<file path="src/rtl/subnbit_serial.sv">
// subnbit_serial: bit-serial N-bit subtractor, Diff = A - B mod 2^N, LSB first,
// one bit per clock through a single full-subtractor cell.
//
// Optional feature macro: SUB_SIGNED_OVF_EN (adds the Ovf port and its logic).
//
// Ports:
//   clk    rising-edge clock
//   rst_n  asynchronous active-low reset
//   start  request; accepted in IDLE or DONE, ignored in RUN
//   A, B   minuend / subtrahend, captured on the accepting edge
//   busy   high while the FSM is in RUN
//   done   one-cycle pulse when Diff/Bout (and Ovf) are updated
//   Diff   A - B mod 2^N, held until the next completion
//   Bout   final borrow (A < B unsigned), held with Diff
//   Ovf    signed overflow (SUB_SIGNED_OVF_EN only)
module subnbit_serial #(
  parameter int unsigned N = 8
) (
  input  logic         clk,
  input  logic         rst_n,
  input  logic         start,
  input  logic [N-1:0] A,
  input  logic [N-1:0] B,
  output logic         busy,
  output logic         done,
  output logic [N-1:0] Diff,
  output logic         Bout
`ifdef SUB_SIGNED_OVF_EN
  ,
  output logic         Ovf
`endif
);

  localparam int unsigned CW = $clog2(N) + 1;

  typedef enum logic [1:0] {
    IDLE = 2'd0,
    RUN  = 2'd1,
    DONE = 2'd2
  } state_t;

  state_t          state, state_n;
  logic [N-1:0]    a_sh, b_sh, res, res_n;
  logic            br, br_n, d;
  logic [CW-1:0]   cnt;
  logic            accept, last;
`ifdef SUB_SIGNED_OVF_EN
  logic            a_msb, b_msb;
`endif

  assign accept = start && ((state == IDLE) || (state == DONE));
  assign last   = (state == RUN) && (cnt == CW'(N - 1));

  // Full-subtractor cell on the current LSBs.
  always_comb begin
    d     = a_sh[0] ^ b_sh[0] ^ br;
    br_n  = (~a_sh[0] & b_sh[0]) | (~(a_sh[0] ^ b_sh[0]) & br);
    // Written as shift-then-insert so N=1 needs no degenerate slice.
    res_n = res >> 1;
    res_n[N-1] = d;
  end

  always_comb begin
    state_n = state;
    unique case (state)
      IDLE:    if (start) state_n = RUN;
      RUN:     if (last)  state_n = DONE;
      DONE:    state_n = start ? RUN : IDLE;
      default: state_n = IDLE;
    endcase
  end

  // busy/done are flops fed from the next state so they change with state.
  always_ff @(posedge clk or negedge rst_n) begin
    if (!rst_n) begin
      state <= IDLE;
      busy  <= 1'b0;
      done  <= 1'b0;
    end else begin
      state <= state_n;
      busy  <= (state_n == RUN);
      done  <= (state_n == DONE);
    end
  end

  always_ff @(posedge clk or negedge rst_n) begin
    if (!rst_n) begin
      a_sh  <= '0;
      b_sh  <= '0;
      res   <= '0;
      br    <= 1'b0;
      cnt   <= '0;
      Diff  <= '0;
      Bout  <= 1'b0;
`ifdef SUB_SIGNED_OVF_EN
      a_msb <= 1'b0;
      b_msb <= 1'b0;
      Ovf   <= 1'b0;
`endif
    end else if (accept) begin
      a_sh  <= A;
      b_sh  <= B;
      res   <= '0;
      br    <= 1'b0;
      cnt   <= '0;
`ifdef SUB_SIGNED_OVF_EN
      a_msb <= A[N-1];
      b_msb <= B[N-1];
`endif
    end else if (state == RUN) begin
      a_sh <= a_sh >> 1;
      b_sh <= b_sh >> 1;
      br   <= br_n;
      cnt  <= cnt + 1'b1;
      res  <= res_n;
      if (last) begin
        Diff <= res_n;
        Bout <= br_n;
`ifdef SUB_SIGNED_OVF_EN
        // d is the result MSB on the final bit.
        Ovf  <= (a_msb != b_msb) && (d != a_msb);
`endif
      end
    end
  end

endmodule

</file>
<file path="config.mk">
export PLATFORM = sky130hd
export DESIGN_NAME = subnbit_serial
export DESIGN_NICKNAME = d
export VERILOG_FILES = /design/src/rtl/subnbit_serial.sv
export SDC_FILE = /design/constraint.sdc
export NUM_CORES = 1
export LEC_CHECK = 0
export CAP_MARGIN = 30
export CELL_PAD_IN_SITES_DETAIL_PLACEMENT = 1
export CELL_PAD_IN_SITES_GLOBAL_PLACEMENT = 1
export CORE_ASPECT_RATIO = 0.8
export CORE_UTILIZATION = 41
export CTS_BUF_LIST = sky130_fd_sc_hd__clkbuf_16
export CTS_CLUSTER_DIAMETER = 100
export CTS_CLUSTER_SIZE = 16
export DETAILED_ROUTE_END_ITERATION = 10
export PLACE_DENSITY = 0.77
export SETUP_SLACK_MARGIN = 0.05
export SLEW_MARGIN = 25
export SYNTH_ARGS = -nofsm -noshare
export SYNTH_HDL_FRONTEND = slang
export SYNTH_SLANG_ARGS = --single-unit
</file>
<file path="constraint.sdc">
create_clock -name clk -period 1.6 [get_ports clk]
set_input_delay 0.24 -clock clk [delete_from_list [all_inputs] [get_ports clk]]
set_output_delay 0.24 -clock clk [all_outputs]
set_load 0.05 [all_outputs]
</file>
Word-level counts from Yosys, hierarchy flattened
Cells that the tools add are included.

Bits in registers: 42. Input bits: 19. Word-level logic and storage cells: 44.

Add/sub/neg operators: 1. Equality and inequality tests: 5. Multiplexer cells: 14. Bitwise logic cells: 8. Reductions and logical operators: 6.

Operators with widths (number): $mux 8 (6); $mux 4 (2); $pmux 2 s3 (1); $add 4x1->4 const B (1); $eq 2x1->1 const B (2); $eq 2x2->1 const B (2); $eq 4x3->1 const B (1); $mux 2 (2); $mux 1 (3); $not 1->1 (3); $reduce_and 3->1 (1); $and 1x1->1 (2); $logic_and 1x1->1 (2); $logic_not 2->1 (1); $reduce_bool 2->1 (1); $xor 1x1->1 (2); $logic_or 1x1->1 (1); $or 1x1->1 (1).

Logic depth before layout (Yosys ltp)
Gate-level depths: netlist of run 1.

Depth after elaboration: 6. Depth in mapped cells: 5. Gate-level depth less buffers: 3.

Least setup slack after synthesis of run 1
OpenSTA, ideal clock, no wires.

Path type: flip-flop to flip-flop. Start: register state[1]. End: register Bout. Setup time: 0.125 ns. Arrival: 1.262 ns. Data required time: 1.475 ns. Setup slack: 0.213 ns. Stages on the path, launching flop included: 6. Buffers on the path: 2. Period minus slack after synthesis: 1.387 ns. Cell sequence: dfrtp_1 nor2b_4 buf_6 and4b_1 buf_6 mux2_4.

Word-level cells in the longest chain between the ends: 5. Elaborated cells on any way between the ends: 8.

Ends and longest elaborated chain: start, declared (line 42) `state_t state, state_n;`; start signal, assigned (line 80) `state <= state_n;`; $eq 2x2->1 or $logic_not 2->1 (tied branches) (line 51) `assign accept = start && ((state == IDLE) || (state == DONE));`; $logic_or 1x1->1 (line 51); $logic_and 1x1->1 (line 51); $not 1->1 (no source line); $reduce_and 3->1 (no source line) *; end signal, assigned (line 118) `Bout <= br_n;`; end, declared (line 27) `output logic Bout`.

Mark *: on every way between the ends. The rest lies on a longest branch, timed or not. A chain may end at the register's enable or synchronous reset.

Final worst setup path of run 1
Start: register cnt[1]. End: register Bout.

Word-level cells in the longest chain between the ends: 3.

Ends and longest elaborated chain: start, declared (line 45) `logic [CW-1:0] cnt;`; start signal, assigned (line 114) `cnt <= cnt + 1'b1;`; $eq 4x3->1 (line 52) `assign last = (state == RUN) && (cnt == CW'(N - 1));`; $logic_and 1x1->1 (line 52); $reduce_and 3->1 (no source line).

No other way between the ends.

==> flow_summary.ini, run 1 <==
[synthesis]
synth-seq-cells = 41
synth_area_mm2 = 0.00171
synth_fp_nets = 161
ys_seq_area_share_pct = 59.9
ys_types = 27
synthCells = 140
synth_area_per_cell_um2 = 12.2
yosys_warnings = 0

[sta]
worst_slew_pin_slew_ps = 453
timing.fmax_ghz = 0.688
finClkSkew_ps = 4.04
rsz0062_at_grt = false
finalCritPeriodShare_pct = 90.9
max-slew-margin-rel_pct = 69.8
drv_slew = 0
layout_setup_ws_ps = 146
period_needed_ps = 1450
finalSetupViolations = 0
finalHoldViolations = 0

[clock_network]
cts.clk_slew.worst_paths_ps = 60
root_buffer = clkbuf_16
clkLatencyLatePin_ps = 280
cts_sinks = 41
cts_buffer_depth = 2
h-tree-depth = 2
cts_setup_buffers = 0
cts_tree = done
cts_buffers = 5

[detailed_routing]
drt_iter0_drc = 89
vias_per_cell = 5.41
route.detailed.drc = 0
ant_nets = 0
vias = 1254
detail_route.wl_per_cell_um = 17.5
totalWireLength_mm = 4.05
dr.pass1.iters = 4

[placement]
place_congestion = 0.739
preCtsSetupSlack_ps = -92.8
hpwl_mm = 2.77
portBuffers = 29

[global_routing]
grt_pass1_vias = 1383
antenna_found_initial = 0
grt_first_pass_wirelength_mm = 6.87
track_usage_pct = 22.0
overflow = 0
grt_max_degree = 28

[setup_path]
crit_end = Bout
path_cells = ha_1, and4b_4, mux2_4
cp.required_ps = 1760
critPathMaxFanout = 10
critPathLaunchType = flop
crit_slowest_cell = and4b_4
crit_path_start = cnt[1]
max_stage_delay_ps = 410
rr_endpoint = Bout
arrival_ps = 1620
reg2reg_depth = 3
cp-end-kind = flop
timing.rr.start = cnt[1]
crit_type = flop to flop
r2r_setup_slack_ps = 150

[power]
switching_share_pct = 39.2
ir_drop_mv = 1.07
pwr-share-seq_pct = 36.1
power.density_mw_per_mm2 = 2260
power.total_w = 0.00505
power.switching_w = 0.00198
intPower_w = 0.00307
leakage_nw = 1.06
clock_power_share_pct = 18.1
comb_power_share_pct = 45.7

[finish]
mostFrequentLayoutCells = dfrtp_1, nand2_1, buf_4
regArea_mm2 = 0.00103
drive_above_1_share_pct = 21.5
n_fill_cell = 418
multi_input_area_um2 = 624
area_growth_pct = 30.8
fin_nets = 198
antenna-diode-count = 0
layout_commonest_cell = dfrtp_1

[floorplan]
die_x_um = 74.3
die_h_um = 59.8
coreArea_mm2 = 0.00390
initial_core_util_pct = 43.9
ios = 30
dieArea_mm2 = 0.00444
num_rows = 20

[worst_hold_path]
min_path_type = input port to asynchronous set/reset pin

[run]
maxCapViolCount = 0

[outcome]
status = finished, final reports clean
layout make-up:
class | count | share of cell area (%)
multi-input combinational | 87 | 27.9
timing repair buffer | 40 | 17.0
clock inverter | 2 | 0.335
tap | 55 | 3.07
sequential | 41 | 45.8
clock buffer | 5 | 5.59
inverter | 2 | 0.335
power by group through the flow:
stage	logic [W]	registers, W	clock network (W)
2_1_floorplan	0.00117	0.00218	0
3_3_place_gp	0.00219	0.00179	0
3_5_place_dp	0.00231	0.00183	0
4_1_cts	0.00232	0.00182	0.000936
5_1_grt	0.00251	0.00188	0.000987
6_report	0.00231	0.00183	0.000916
kinds of logic after synthesis:
logic type               synth area share, %
multiplexers                            8.84
AND/OR/NAND/NOR                         12.6
adder cells (fa/ha/maj)                 1.90
AO/OA/AOI/OAI                           12.9
buffers and inverters                   3.87
flip-flops                              59.9
metrics by stage:
| stage | TNS [ps] | utilization [%] | cell area, µm² | std cells | hold slack [ps] |
|---|---|---|---|---|---|
| after global placement | 0 | 53.6 | 2090 | 224 | 214 |
| final | 0 | 57.4 | 2240 | 232 | 448 |
| after floorplan | 0 | - | 1710 | 140 | -55.6 |
| after CTS | 0 | 57.3 | 2240 | 232 | 466 |
| after global routing | 0 | 57.4 | 2240 | 232 | 499 |
| after detailed placement | -673 | 53.6 | 2090 | 224 | 219 |
registers in the layout (all words and copies together), names as in the netlist, 2 cells and up:
register / cells
res: 7
Diff: 8
state: 2
a_sh: 8
b_sh: 8
cnt: 4
worst min-delay path by stage:
stage          slack, ps  endpoint  cells after the start  startpoint
5_1_grt              500      done                      2       rst_n
6_report             450  state[0]                      2       rst_n
3_3_place_gp         210  state[0]                      1       rst_n
4_1_cts              470      done                      2       rst_n
3_5_place_dp         220      done                      1       rst_n
2_1_floorplan        -60      Bout                      0       rst_n
Yosys cell counts, drive strengths merged:
cell type	number	area share, %
nand2b	2	0.73
nand4	1	0.37
inv	2	0.44
nor2b	1	0.80
a21oi	2	0.58
a22oi	7	3.1
nor2	7	1.5
ha	1	0.73
mux2i	2	1.2
fa	1	1.2
a221o	1	0.58
and2b	1	0.44
dfrtp	41	60
buf	7	2.8
nor3	1	0.29
mux2	9	7.7
a31oi	6	2.2
and4b	2	1.2
o21ai	3	0.88
o2bb2ai	1	0.51
a22o	10	5.1
clkbuf	3	0.66
nand2	20	4.4
nand3	8	2.3
and3b	1	0.51
worst max-delay path: cells and delay by family (launching register included):
| kind | cells | cell delay (ps) |
|---|---|---|
| and+or+nand+nor | 1 | 410 |
| DFF | 1 | 390 |
| muxes | 1 | 330 |
| adders and majority gates | 1 | 210 |
what timing repair did:
item | in CTS | in global routing
endpoints found under the hold margin | 18 | 0
endpoints found under the setup margin | 9 | 8
gates resized for setup | 1 | 1
hold buffers | 1 | 0
layer usage:
metal	up-vias	wire length, µm	GRT usage [%]
met2	32	2000	33.6
met1	639	1770	28.9
li1	571	-	-
met4	0	114	12.1
met5	-	0	0
met3	12	170	5.56
(Power assumes the default switching activity.)
==> run 2, diff against run 1 <==
--- a/config.mk
+++ b/config.mk
@@ -9,6 +9,7 @@
 export CELL_PAD_IN_SITES_DETAIL_PLACEMENT = 1
 export CELL_PAD_IN_SITES_GLOBAL_PLACEMENT = 1
 export CORE_ASPECT_RATIO = 0.8
+export CORE_MARGIN = 5
 export CORE_UTILIZATION = 41
 export CTS_BUF_LIST = sky130_fd_sc_hd__clkbuf_16
 export CTS_CLUSTER_DIAMETER = 100
@@ -16,6 +17,7 @@
 export DETAILED_ROUTE_END_ITERATION = 10
 export PLACE_DENSITY = 0.77
 export SETUP_SLACK_MARGIN = 0.05
+export SKIP_CTS_REPAIR_TIMING = 1
 export SLEW_MARGIN = 25
 export SYNTH_ARGS = -nofsm -noshare
 export SYNTH_HDL_FRONTEND = slang
==> flow_summary.ini, run 2 (synthesis gave the netlist of run 1 again) <==
[outcome]
status = finished, final reports clean

[sta]
period_needed_ps = 1450
max-slew-margin-rel_pct = 85.4
worst_slew_pin_slew_ps = 219
finalCritPeriodShare_pct = 90.9
drv_slew = 0
finalHoldViolations = 0
timing.fmax_ghz = 0.688
setup_tns_ps = 0
finClkSkew_ps = 6.18
rsz0062_at_grt = false
hold-worst-slack_ps = 468
layout_setup_ws_ps = 146
finalSetupViolations = 0

[floorplan]
coreArea_mm2 = 0.00410
initial_core_util_pct = 41.8
ios = 30
die_h_um = 67.8
num_rows = 21
dieArea_mm2 = 0.00558
die_x_um = 82.3

[detailed_routing]
ant_nets = 0
vias_per_cell = 5.29
vias = 1232
totalWireLength_mm = 4.15
route.detailed.drc = 0
drt_iter0_drc = 77
dr.pass1.iters = 4
detail_route.wl_per_cell_um = 17.8

[setup_path]
path_cells = ha_2, and4b_1, buf_12, mux2_4
timing.critical_path.buf_inv = 1
path_delay_family = flip-flops
critPathMaxFanout = 10
crit_type = flop to flop
crit_path_start = cnt[0]
timing.rr.start = cnt[0]
cp-end-kind = flop
arrival_ps = 1620
critPathLaunchType = flop
crit_slowest_cell = dfrtp_1
max_stage_delay_ps = 400
cp.required_ps = 1770

[finish]
antenna-diode-count = 0
drive_above_1_share_pct = 22.2
finalNonFillerCells = 233
area_growth_pct = 31.3
mostFrequentLayoutCells = dfrtp_1, nand2_1, buf_4
fin_nets = 197
n_fill_cell = 446
final_cell_area_mm2 = 0.00225
reg_top3 = Diff: 8 flops, a_sh: 8 flops, b_sh: 8 flops
layout_commonest_cell = dfrtp_1

[power]
power.density_mw_per_mm2 = 2290
leakage_nw = 1.06
ir_drop_mv = 1.05

[clock_network]
cts_tree = done
cts_buffer_depth = 2
clkLatencyLatePin_ps = 280
cts_sinks = 41
cts_buffers = 5
root_buffer = clkbuf_16
h-tree-depth = 2
cts.clk_slew.worst_paths_ps = 60

[placement]
place_congestion = 0.863
hpwl_mm = 2.83
preCtsSetupSlack_ps = 85.9
place_inst = 225
portBuffers = 29
post_dp_cell_area_mm2 = 0.00208

[global_routing]
grt_pass1_vias = 1326
overflow = 0
antenna_found_initial = 0
grt_first_pass_wirelength_mm = 6.76
track_usage_pct = 16.4
grt_max_degree = 42

[run]
maxCapViolCount = 0

[worst_hold_path]
min_path_type = input port to asynchronous set/reset pin
## run 2: cell types whose count changed in the layout (fill, tap and decap cells not counted), sizes merged
| cell | delta |
|---|---|
| buf | -1 |
| inv | -1 |
| bufinv | +1 |
## run 2: worst register-to-register path, cell delays in order (launching register included)
cell and delay (ps):
dfrtp_1 400, ha_2 240, and4b_1 250, buf_12 150, mux2_4 300
## run 2: metrics by stage
| stage | util [%] | total power (W) |
|---|---|---|
| floorplan | - | 0.00334 |
| global placement | 50.6 | 0.00390 |
| detailed placement | 50.6 | 0.00406 |
| CTS | 54.5 | 0.00521 |
| global route | 54.9 | 0.00546 |
| finish | 54.9 | 0.00516 |
## run 2: path summary, 6_finish.rpt
path	cells after the start	endpoint	slack [ps]
max	4	Diff[1]	150
min	3	res[5]	470
max reg2reg	4	Diff[1]	150
min reg2reg	1	a_sh[7]	500
max in group asynchronous	3	a_sh[2]	930
min in group clk	1	a_sh[7]	500
## run 2: final cells by class
type                    count  area, µm²  area share [%]
repair buffers             39        360            16.0
clock buffers               5        125            5.56
flip-flops and latches     41       1030            45.6
well taps                  57       71.3            3.17
multi-input cells          87        623            27.7
clock inverters             2       35.0            1.56
inverters                   2       7.51           0.334
## run 2: power breakdown
part	switching, W	total (W)	internal (W)
combinational	0.00128	0.00221	0.000933
clock	0.000382	0.00111	0.000724
sequential	0.000324	0.00184	0.00152
## run 2: per-layer routing
| metal | global-route usage [%] | up-vias | wire (µm) |
|---|---|---|---|
| li1 | - | 566 | - |
| met4 | 3.73 | 0 | 40 |
| met5 | 0 | - | 0 |
| met1 | 21.5 | 634 | 1830 |
| met3 | 5.13 | 5 | 205 |
| met2 | 26.5 | 27 | 2080 |
==> run 3, diff against run 2 <==
--- a/config.mk
+++ b/config.mk
@@ -9,13 +9,14 @@
 export CELL_PAD_IN_SITES_DETAIL_PLACEMENT = 1
 export CELL_PAD_IN_SITES_GLOBAL_PLACEMENT = 1
 export CORE_ASPECT_RATIO = 0.8
-export CORE_MARGIN = 5
-export CORE_UTILIZATION = 41
+export CORE_MARGIN = 2
+export CORE_UTILIZATION = 49
 export CTS_BUF_LIST = sky130_fd_sc_hd__clkbuf_16
 export CTS_CLUSTER_DIAMETER = 100
 export CTS_CLUSTER_SIZE = 16
 export DETAILED_ROUTE_END_ITERATION = 10
-export PLACE_DENSITY = 0.77
+export DONT_BUFFER_PORTS = 1
+export PLACE_DENSITY = 0.76
 export SETUP_SLACK_MARGIN = 0.05
 export SKIP_CTS_REPAIR_TIMING = 1
 export SLEW_MARGIN = 25
==> flow_summary.ini, run 3 (synthesis gave the netlist of run 1 again) <==
[setup_path]
cp.required_ps = 1760
arrival_ps = 1640
critPathLaunchType = flop
crit_type = flop to flop
critPathMaxFanout = 10
cp-end-kind = flop

[sta]
setup_tns_ps = 0
finalHoldViolations = 0
finalSetupViolations = 0
timing.fmax_ghz = 0.679
worst_slew_pin_slew_ps = 503
finClkSkew_ps = 4.05
rsz0062_at_grt = false
layout_setup_ws_ps = 126
drv_slew = 0
finalCritPeriodShare_pct = 92.1
max-slew-margin-rel_pct = 66.5
hold-worst-slack_ps = 88.0
period_needed_ps = 1470

[floorplan]
initial_core_util_pct = 50.4
dieArea_mm2 = 0.00399
coreArea_mm2 = 0.00340
die_h_um = 56.9
ios = 30
die_x_um = 70.1
num_rows = 19

[finish]
antenna-diode-count = 0
mostFrequentLayoutCells = dfrtp_1, nand2_1, a22o_1
reg_top3 = Diff: 8 flops, a_sh: 8 flops, b_sh: 8 flops
drive_above_1_share_pct = 18.5
layout_commonest_cell = dfrtp_1
fin_nets = 168
area_growth_pct = 13.1
n_fill_cell = 363

[outcome]
status = finished, final reports clean

[global_routing]
overflow = 0
grt_pass1_vias = 1164
met3_usage_pct = 6.28
grt_max_degree = 42
grt_first_pass_wirelength_mm = 5.80
top_usage_layer = met2
antenna_found_initial = 0
track_usage_pct = 19.6
grt.met1_usage_pct = 25.4
grt_use_met2_pct = 30.6

[placement]
portBuffers = 0
place_congestion = 0.769
hpwl_mm = 2.38
preCtsSetupSlack_ps = -16.8

[power]
ir_drop_mv = 1.25
power.density_mw_per_mm2 = 2430
leakage_nw = 0.918

[clock_network]
cts_tree = done
cts.clk_slew.worst_paths_ps = 60
cts_sinks = 41
cts_buffer_depth = 2
cts_buffers = 5
clkLatencyLatePin_ps = 280
root_buffer = clkbuf_16
h-tree-depth = 2

[detailed_routing]
vias_per_cell = 5.93
route.detailed.drc = 0
dr.pass1.iters = 4
drt_iter0_drc = 56
vias = 1114
totalWireLength_mm = 3.57
detail_route.wl_per_cell_um = 19.0
ant_nets = 0

[worst_hold_path]
min_path_type = input port to flop

[run]
maxCapViolCount = 0
run 3: cell types whose count changed in the layout (fill, tap and decap cells not counted), sizes merged:
cell / previous run / this run
bufinv: 1 / 0
buf: 21 / 9
clkdlybuf4s50: 17 / 0
run 3: worst max-delay path: stages, from the launching register on:
cell     delay [ps]
dfrtp_1         390
ha_1            180
and4b_2         450
mux2_4          330
run 3: layout make-up:
type	count	area [µm²]	area share, %
clock buffer	5	125	6.46
clock inverter	1	5.00	0.258
inverter	2	7.51	0.387
multi-input combinational	87	624	32.2
sequential	41	1030	52.9
tap	42	52.6	2.71
timing repair buffer	10	97.6	5.04
run 3: power breakdown:
group | internal (W) | leakage (nW) | switching [W]
registers | 0.00151 | 0.513 | 0.000755
clock network | 0.000556 | 0.0655 | 0.000364
logic | 0.000747 | 0.340 | 0.000772
run 3: path summary, 6_finish.rpt:
check / startpoint / to / slack, ps / cells after the start
worst max-delay path: cnt[0] / Diff[6] / 130 / 3
min in group asynchronous: rst_n / state[1] / 460 / 2
worst min register to register: b_sh[5] / b_sh[4] / 500 / 2
worst max register to register: cnt[0] / Diff[6] / 130 / 3
max in group asynchronous: rst_n / cnt[0] / 940 / 2
worst min-delay path: B[4] / b_sh[4] / 90 / 2
run 3: stage by stage:
stage / cell area (µm²) / util (%) / cells / total power (W)
after detailed placement: 1770 / 52.0 / 180 / 0.00377
after floorplan: 1710 / - / 140 / 0.00334
final: 1940 / 57.0 / 188 / 0.00470
after global routing: 1940 / 57.0 / 188 / 0.00499
after global placement: 1770 / 52.0 / 180 / 0.00365
after CTS: 1900 / 55.8 / 186 / 0.00471
run 3: layer usage:
layer | share of wire (%) | vias up
met2 | 49 | 23
met1 | 45 | 576
li1 | - | 508
met5 | 0 | -
met3 | 4.0 | 7
met4 | 2.0 | 0
